## config.mk

```make
export PLATFORM = sky130hd
export DESIGN_NAME = serializer_flat
export DESIGN_NICKNAME = d
export VERILOG_FILES = /design/src/rtl/serializer_if.sv /design/src/rtl/serializer.sv /design/src/flat_wrapper.sv
export SDC_FILE = /design/constraint.sdc
export NUM_CORES = 1
export LEC_CHECK = 0
export CORE_ASPECT_RATIO = 1.2
export CORE_UTILIZATION = 40
export DETAILED_ROUTE_END_ITERATION = 10
export MAX_ROUTING_LAYER = met4
export SYNTH_ARGS = -nofsm -noshare
export SYNTH_HDL_FRONTEND = slang
export SYNTH_SLANG_ARGS = --single-unit
```

## constraint.sdc

```tcl
create_clock -name clk_100mhz -period 1.85 [get_ports clk_100mhz]
set_input_delay 0.37 -clock clk_100mhz [delete_from_list [all_inputs] [get_ports clk_100mhz]]
set_output_delay 0.37 -clock clk_100mhz [all_outputs]
set_load 0.005 [all_outputs]
```

## src/rtl/serializer_if.sv

```systemverilog
// Producer-side and link-side handshake signals of the serializer.
interface serializer_if #(
  parameter int unsigned DATA_WIDTH = 8
);
  logic [DATA_WIDTH-1:0] data_in;
  logic                  write_in;
  logic                  status_out;
  logic                  data_out;
  logic                  write_out;
  logic                  status_in;

  // Serializer view: takes words and receiver status, drives the serial strobe.
  modport slave (
    input  data_in, write_in, status_in,
    output status_out, data_out, write_out
  );

  // Environment view: producer plus receiver.
  modport master (
    output data_in, write_in, status_in,
    input  status_out, data_out, write_out
  );
endinterface

```

## src/rtl/serializer.sv

```systemverilog
// Parallel-to-serial transmitter, MSB first, with a one-word holding register
// so the producer can queue the next word while the current one shifts out.
module serializer #(
  parameter int unsigned DATA_WIDTH = 8,
  parameter int unsigned GAP_CYCLES = 0
) (
  input  logic        clk_100mhz,
  input  logic        reset_n,
  serializer_if.slave bus,
  output logic        busy,
  output logic        byte_done
);

  localparam int unsigned CNT_W    = (DATA_WIDTH > 1) ? $clog2(DATA_WIDTH) : 1;
  localparam int unsigned GAP_W    = (GAP_CYCLES > 1) ? $clog2(GAP_CYCLES) : 1;
  localparam int unsigned LAST_BIT = DATA_WIDTH - 1;
  localparam int unsigned GAP_LAST = (GAP_CYCLES > 0) ? GAP_CYCLES - 1 : 0;

  typedef enum logic [1:0] {
    ST_IDLE = 2'd0,
    ST_SEND = 2'd1,
    ST_GAP  = 2'd2
  } state_e;

  state_e                state_q;
  logic [DATA_WIDTH-1:0] hold_q;
  logic [DATA_WIDTH-1:0] shift_q;
  logic [CNT_W-1:0]      bit_cnt_q;
  logic [GAP_W-1:0]      gap_cnt_q;
  logic                  last_sent_q;
  logic                  status_q;
  logic                  data_q;
  logic                  write_q;
  logic                  busy_q;
  logic                  done_q;

  logic hold_valid_c;
  logic last_bit_c;
  logic intake_c;

  // Hold register is full exactly when status_out is low.
  assign hold_valid_c = ~status_q;
  // bit_cnt never advances past the last bit; it returns to 0 only on reload.
  assign last_bit_c   = (bit_cnt_q == CNT_W'(LAST_BIT));
  assign intake_c     = bus.write_in & status_q;

  // Intake, shift FSM and all registered outputs.
  always_ff @(posedge clk_100mhz or negedge reset_n) begin
    if (!reset_n) begin
      state_q     <= ST_IDLE;
      hold_q      <= '0;
      shift_q     <= '0;
      bit_cnt_q   <= '0;
      gap_cnt_q   <= '0;
      last_sent_q <= 1'b0;
      status_q    <= 1'b1;
      data_q      <= 1'b0;
      write_q     <= 1'b0;
      busy_q      <= 1'b0;
      done_q      <= 1'b0;
    end else begin
      write_q <= 1'b0;
      done_q  <= 1'b0;

      // Intake and reload are exclusive: intake needs an empty hold, reload a full one.
      if (intake_c) begin
        hold_q   <= bus.data_in;
        status_q <= 1'b0;
      end

      unique case (state_q)
        ST_IDLE: begin
          if (hold_valid_c) begin
            shift_q   <= hold_q;
            status_q  <= 1'b1;
            bit_cnt_q <= '0;
            busy_q    <= 1'b1;
            state_q   <= ST_SEND;
          end
        end

        ST_SEND: begin
          if (bus.status_in) begin
            data_q  <= shift_q[DATA_WIDTH-1];
            write_q <= 1'b1;
            shift_q <= {shift_q[DATA_WIDTH-2:0], 1'b0};
            if (last_bit_c) begin
              done_q <= 1'b1;
              if (GAP_CYCLES > 0) begin
                gap_cnt_q   <= '0;
                last_sent_q <= 1'b1;
                state_q     <= ST_GAP;
              end else if (hold_valid_c) begin
                shift_q   <= hold_q;
                status_q  <= 1'b1;
                bit_cnt_q <= '0;
              end else begin
                busy_q  <= 1'b0;
                state_q <= ST_IDLE;
              end
            end else begin
              bit_cnt_q <= bit_cnt_q + CNT_W'(1);
              if (GAP_CYCLES > 0) begin
                gap_cnt_q <= '0;
                state_q   <= ST_GAP;
              end
            end
          end
        end

        ST_GAP: begin
          if (gap_cnt_q == GAP_W'(GAP_LAST)) begin
            last_sent_q <= 1'b0;
            if (!last_sent_q) begin
              state_q <= ST_SEND;
            end else if (hold_valid_c) begin
              shift_q   <= hold_q;
              status_q  <= 1'b1;
              bit_cnt_q <= '0;
              state_q   <= ST_SEND;
            end else begin
              busy_q  <= 1'b0;
              state_q <= ST_IDLE;
            end
          end else begin
            gap_cnt_q <= gap_cnt_q + GAP_W'(1);
          end
        end

        default: state_q <= ST_IDLE;
      endcase
    end
  end

  assign bus.status_out = status_q;
  assign bus.data_out   = data_q;
  assign bus.write_out  = write_q;
  assign busy           = busy_q;
  assign byte_done      = done_q;

endmodule
```

## src/flat_wrapper.sv

```systemverilog
// flat-port wrapper written by rule: the top's interface ports become plain ports
module serializer_flat 
#(
  parameter int unsigned DATA_WIDTH = 8,
  parameter int unsigned GAP_CYCLES = 0
)
  (clk_100mhz, reset_n, busy, byte_done, bus_data_in, bus_write_in, bus_status_in, bus_status_out, bus_data_out, bus_write_out);
  serializer_if #(.DATA_WIDTH(DATA_WIDTH)) bus_i ();
  input  logic clk_100mhz;
  input  logic reset_n;
  output logic busy;
  output logic byte_done;
  input wire logic [$bits(bus_i.data_in)-1:0] bus_data_in;
  input wire logic [$bits(bus_i.write_in)-1:0] bus_write_in;
  input wire logic [$bits(bus_i.status_in)-1:0] bus_status_in;
  output wire logic [$bits(bus_i.status_out)-1:0] bus_status_out;
  output wire logic [$bits(bus_i.data_out)-1:0] bus_data_out;
  output wire logic [$bits(bus_i.write_out)-1:0] bus_write_out;
  assign bus_i.data_in = bus_data_in;
  assign bus_i.write_in = bus_write_in;
  assign bus_i.status_in = bus_status_in;
  assign bus_status_out = bus_i.status_out;
  assign bus_data_out = bus_i.data_out;
  assign bus_write_out = bus_i.write_out;
  serializer #(.DATA_WIDTH(DATA_WIDTH), .GAP_CYCLES(GAP_CYCLES)) u_core (.clk_100mhz(clk_100mhz), .reset_n(reset_n), .bus(bus_i), .busy(busy), .byte_done(byte_done));
endmodule
```

# Yosys cells after proc, flatten, opt, wreduce, memory -nomap -nowiden
# Cells that the tools add are included.
# classes
addsub	2
n_mul	0
div_mod_pow	0
order_cmp	0
n_eq_ne	9
shifts	0
n_mux	31
bitwise_logic	2
n_reduce_logical	7
# op_table
cell	count
$mux 8	4
$pmux 8 s2	1
$mux 1	14
$mux 2	5
$reduce_and 5->1	2
$mux 3	3
$reduce_and 7->1	1
$ne 2x2->1 const B	3
$pmux 2 s3	1
$pmux 3 s2	1
$ne 2x1->1 const B	2
$ne 4x3->1 const B	1
$pmux 1 s2	2
$reduce_and 4->1	1
$add 3x1->3 const B	1
$eq 3x3->1 const B	1
$reduce_bool 3->1	1
$eq 2x1->1 const B	1
$eq 2x2->1 const B	1
$logic_not 2->1	1
$reduce_and 2->1	1
$add 1x1->1 const B	1
$and 1x1->1	1
$not 1->1	1
# totals
register_bits	27
latch_bits	0
mem_bits_rw	0
romBits	0
input_bits	12
output_inout_bits	5
elab_cells	61
mem_count	0

# Longest topological paths before layout
# logic_depth
word_depth	6
depth_mapped	5

# Worst setup path before layout
# Ideal clock, no wire load.
# synth_timing
path_type	reg2reg
from	register u_core.bit_cnt_q[0]
to	register u_core.busy_q (netlist: u_core.busy)
setup_ns	0.129
t_arrival_ns	1.308
required_ns	1.721
slack_ns	0.413
path_stages_with_launch	6
period_less_slack_ns	1.437
cell_sequence	dfrtp_1 > ha_1 > ha_1 > and2b_1 > o31ai_1 > o21ai_1
# synth_between
elab_chain_len	3
word_cells_on_any_way	4
classes_between	3 x eq/ne; 1 x reduce/logical
# synth_rtl
element	line	rtl
start: declaration	serializer.sv:28	logic [CNT_W-1:0] bit_cnt_q;
start signal: assignment	serializer.sv:102	bit_cnt_q <= bit_cnt_q + CNT_W'(1);
$eq 3x3->1 (*)	serializer.sv:44	assign last_bit_c = (bit_cnt_q == CNT_W'(LAST_BIT));
$ne 4x3->1 (no line) / $ne 2x1->1 (equally long branches)	-	
$reduce_and 7->1 (no line) (*)	-	
end signal: assignment	serializer.sv:59	busy_q <= 1'b0;
end signal: assignment	serializer.sv:77	busy_q <= 1'b1;
end signal: assignment	serializer.sv:98	busy_q <= 1'b0;
end: declaration	serializer.sv:34	logic busy_q;
# Mark *: on every way between the ends. The rest lies on a longest branch, timed or not.
# A chain may end at the register's enable or synchronous reset.

# Worst setup path after layout
# layout_timing
from	register u_core.status_q (netlist: u_core.bus.status_out)
to	output bus_status_out
# layout_rtl
element	line	rtl
start: declaration	serializer.sv:31	logic status_q;
start signal: assignment	serializer.sv:56	status_q <= 1'b1;
start signal: assignment	serializer.sv:68	status_q <= 1'b0;
start signal: assignment	serializer.sv:75	status_q <= 1'b1;
end: declaration	flat_wrapper.sv:16	output wire logic [$bits(bus_i.status_out)-1:0] bus_status_out;
# No word-level cell between the ends.

==> flow_metrics.tcl <==
set metrics [dict create \
    outcome "finished, final reports clean" \
    final.period_utilization 0.937 \
    setup-tns-final_ns 0 \
    core_region_area_um2 2760 \
    clock-root-buffer "sky130_fd_sc_hd__clkbuf_4" \
    startpoint_type "register" \
    yosys-mux-area-fraction 0.0878 \
    wl_per_cell_um 14.3 \
    clock-sinks 25 \
    power.switching_mw 0.543 \
    layout.cell_area.non_filler_um2 1390 \
    final_total_pwr_mw 1.77 \
    met3_usage 0.0150 \
    reg2reg_depth 5 \
    critical_path.top_delay_family "flip-flops" \
    grt_util_all_layers 0.166 \
    path_clk_slew_ns 0.13 \
    synth-compound-area-share 0.210 \
    critical_path_slowest_stage_cell "sky130_fd_sc_hd__dfstp_2" \
    yosys.cell_types.count 30 \
    vdd_drop_max_mv 0.550 \
    layout_min_cycle_time_ns 1.73 \
    grt.met2_usage 0.267 \
    worstPathRequired_ns 1.48 \
    internal-power_mw 1.23 \
    antenna_found_initial 0 \
    synthesis.nets 109 \
    grt.met1_usage 0.209 \
    cts.hold.buffers_added 0 \
    synthesized_area_fraction_occupied_by_and_or_nand_nor_cells 0.0791 \
    rsz0062_at_grt "false" \
    detailed_place_hpwl_um 1490 \
    p_leak_nw 0.604 \
    buffer_levels_on_the_longest_clock_path 2 \
    timing.setup.critical_path_class "register to output port" \
    regToRegSetupSlack_ns 0.23 \
    worstPathCellList "clkdlybuf4s50_1" \
    finalClockSkew_ns 0.00522 \
    synth_top_family_by_area "compound AO/OA/AOI/OAI gates" \
    post_cts.repair.setup_buffers 1 \
    vias 789 \
    power.clock.fraction 0.135 \
    crit_path_max_fanout 2 \
    synth-adder-area-share 0.0433 \
    layout_setup_ws_ns 0.117 \
    pre_cts_slack_ns 0.188 \
    comb_power_share 0.353 \
    timing.critical_path.arrival_ns 1.36 \
    number_of_pins_exceeding_their_max_slew_limit_in_the_final_report 0 \
    share_seq_of_total_power 0.512 \
    drive_above_1_share 0.114 \
    grt_first_pass_wirelength_um 3680 \
    rr_endpoint "u_core.busy" \
    cp.buffers_inverters 1 \
    max_slew_margin 0.771 \
    insertedDiodeCount 0 \
    postCtsResizedCells 0 \
    htree_num_levels 1 \
    postSynthAreaPerCell_um2 12.4 \
    design.portCount 17 \
    fmax_ghz 0.577 \
    mappedNetlistArea_um2 1150 \
    first_global_vias 799 \
    slowest_delay_ns 0.56 \
    drtAntennaViolNets 0 \
    regToRegStartpoint "u_core.bit_cnt_q[0]" \
    drt_first_pass_iters 4 \
    setup.worst_path.end_class "output port" \
    worst_hold_path_type "input port to async pin" \
    flow.area_growth_from_synthesis_pct 20.4 \
    clkLatencyLatePin_ns 0.31 \
    timing.final.hold_violations 0 \
    global_route.overflow_total 0 \
    buffer_ports.inserted 16 \
    busiest_layer "met2" \
    avgViaCountPerCell 5.33 \
    power-per-cell-area_nw_per_um2 1270 \
    layout.core_utilization 0.504 \
    syn-instance-count 93 \
    ys_seq_elements 25 \
    synth.yosys.seq_area_share 0.543 \
    power.switching_fraction 0.307 \
    yosys_warnings 0 \
    number_of_drc_violations_after_detailed_routing_iteration_0 6 \
    number_of_max_cap_violations 0 \
    setup_viol 0 \
    transition_at_the_pin_with_the_smallest_max_transition_slack_ns 0.344 \
    dpl-instance-area_um2 1360 \
    clock_tree_from_tritoncts "yes" \
    floorplan.initialDensity 0.419 \
    gp_routability_congestion 0.787 \
    drc 0 \
    dieHeight_um 60.9 \
    synth-xor-area-share 0 \
    routed_wl_um 2120 \
    design.final.nets 131 \
    die_ar_um2 3110 \
    grt_max_degree 26 \
    fp-row-count 21 \
    cts_made_buffers 3 \
    die-width_um 51.1 \
]
power by group through the flow:
stage | sequential [mW] | clock (mW) | combinational [mW]
2_1_floorplan | 0.890 | 0 | 0.436
3_3_place_gp | 0.928 | 0 | 0.577
3_5_place_dp | 0.934 | 0 | 0.610
4_1_cts | 0.907 | 0.249 | 0.637
5_1_grt | 0.942 | 0.268 | 0.694
6_report | 0.906 | 0.239 | 0.624
metrics by stage:
step | instances | hold slack (ns)
3_5_place_dp | 143 | 0.476
6_report | 148 | 0.398
2_1_floorplan | 93 | 0.0744
3_3_place_gp | 143 | 0.470
4_1_cts | 148 | 0.406
5_1_grt | 148 | 0.424
final cells by class:
type / instances / area, um2
well taps: 34 / 42.5
flip-flops and latches: 25 / 627
inverters: 3 / 11.3
fillers: 269 / 1370
multi-input cells: 61 / 485
clock buffers: 4 / 26.3
repair buffers: 21 / 198
flip-flops by register name, summed over array words and instances (netlist names):
name                   count
u_core.bus.write_out       1
u_core.bit_cnt_q           3
u_core.hold_q              8
u_core.state_q             1
u_core.shift_q             8
u_core.bus.data_out        1
u_core.busy                1
u_core.bus.status_out      1
u_core.byte_done           1
how the worst max path moves through the flow:
stage | cells after the start | slack (ns) | start | end
CTS | 1 | 0.10 | u_core.bus.status_out | bus_status_out
global placement | 4 | 0.24 | bus_status_in | u_core.shift_q[4]
floorplan | 5 | 0.41 | u_core.bit_cnt_q[0] | u_core.busy
detailed placement | 4 | 0.19 | bus_status_in | u_core.shift_q[4]
global route | 1 | 0.07 | u_core.bus.status_out | bus_status_out
finish | 1 | 0.12 | u_core.bus.status_out | bus_status_out
layout by cell type (no fill, tap or decap), drive strengths merged:
cell type,Yosys,layout
dfrtp,24,24
clkdlybuf4s50,0,16
o21ai,11,11
mux2,9,9
a311oi,7,7
a2bb2oi,7,7
buf,3,5
ha,4,4
clkbuf,1,4
inv,3,3
nand2,3,3
nand2b,3,3
a21oi,2,2
o31ai,2,2
a22o,2,2
nor2b,2,2
nor2,2,2
a211oi,1,1
and3,1,1
and2b,1,1
or3,1,1
a21o,1,1
nand4,1,1
o21a,1,1
dfstp,1,1
logic make-up after synthesis:
family / Yosys count
simple gates: 14
fa+ha+maj: 4
flops: 25
mux: 9
compound gates: 34
buf+inv: 7
cell usage after synthesis (all sizes together):
library cell / number / share of area
mux2: 9 / 0.088
a21o: 1 / 0.0065
buf: 3 / 0.024
a2bb2oi: 7 / 0.053
and2b: 1 / 0.0065
dfstp: 1 / 0.023
nor2: 2 / 0.0087
a22o: 2 / 0.015
ha: 4 / 0.043
nand2b: 3 / 0.018
a21oi: 2 / 0.0087
a211oi: 1 / 0.0065
nand4: 1 / 0.0054
or3: 1 / 0.0054
inv: 3 / 0.0098
nor2b: 2 / 0.017
clkbuf: 1 / 0.0032
o31ai: 2 / 0.013
dfrtp: 24 / 0.52
and3: 1 / 0.0054
nand2: 3 / 0.012
o21a: 1 / 0.0065
a311oi: 7 / 0.053
o21ai: 11 / 0.048
per-layer routing:
| metal | wire length, um | part of all wire |
|---|---|---|
| met5 | 0 | 0 |
| met4 | 37 | 0.017 |
| met3 | 47 | 0.022 |
| met2 | 1020 | 0.48 |
| met1 | 1020 | 0.48 |
(Power assumes the default switching activity.)
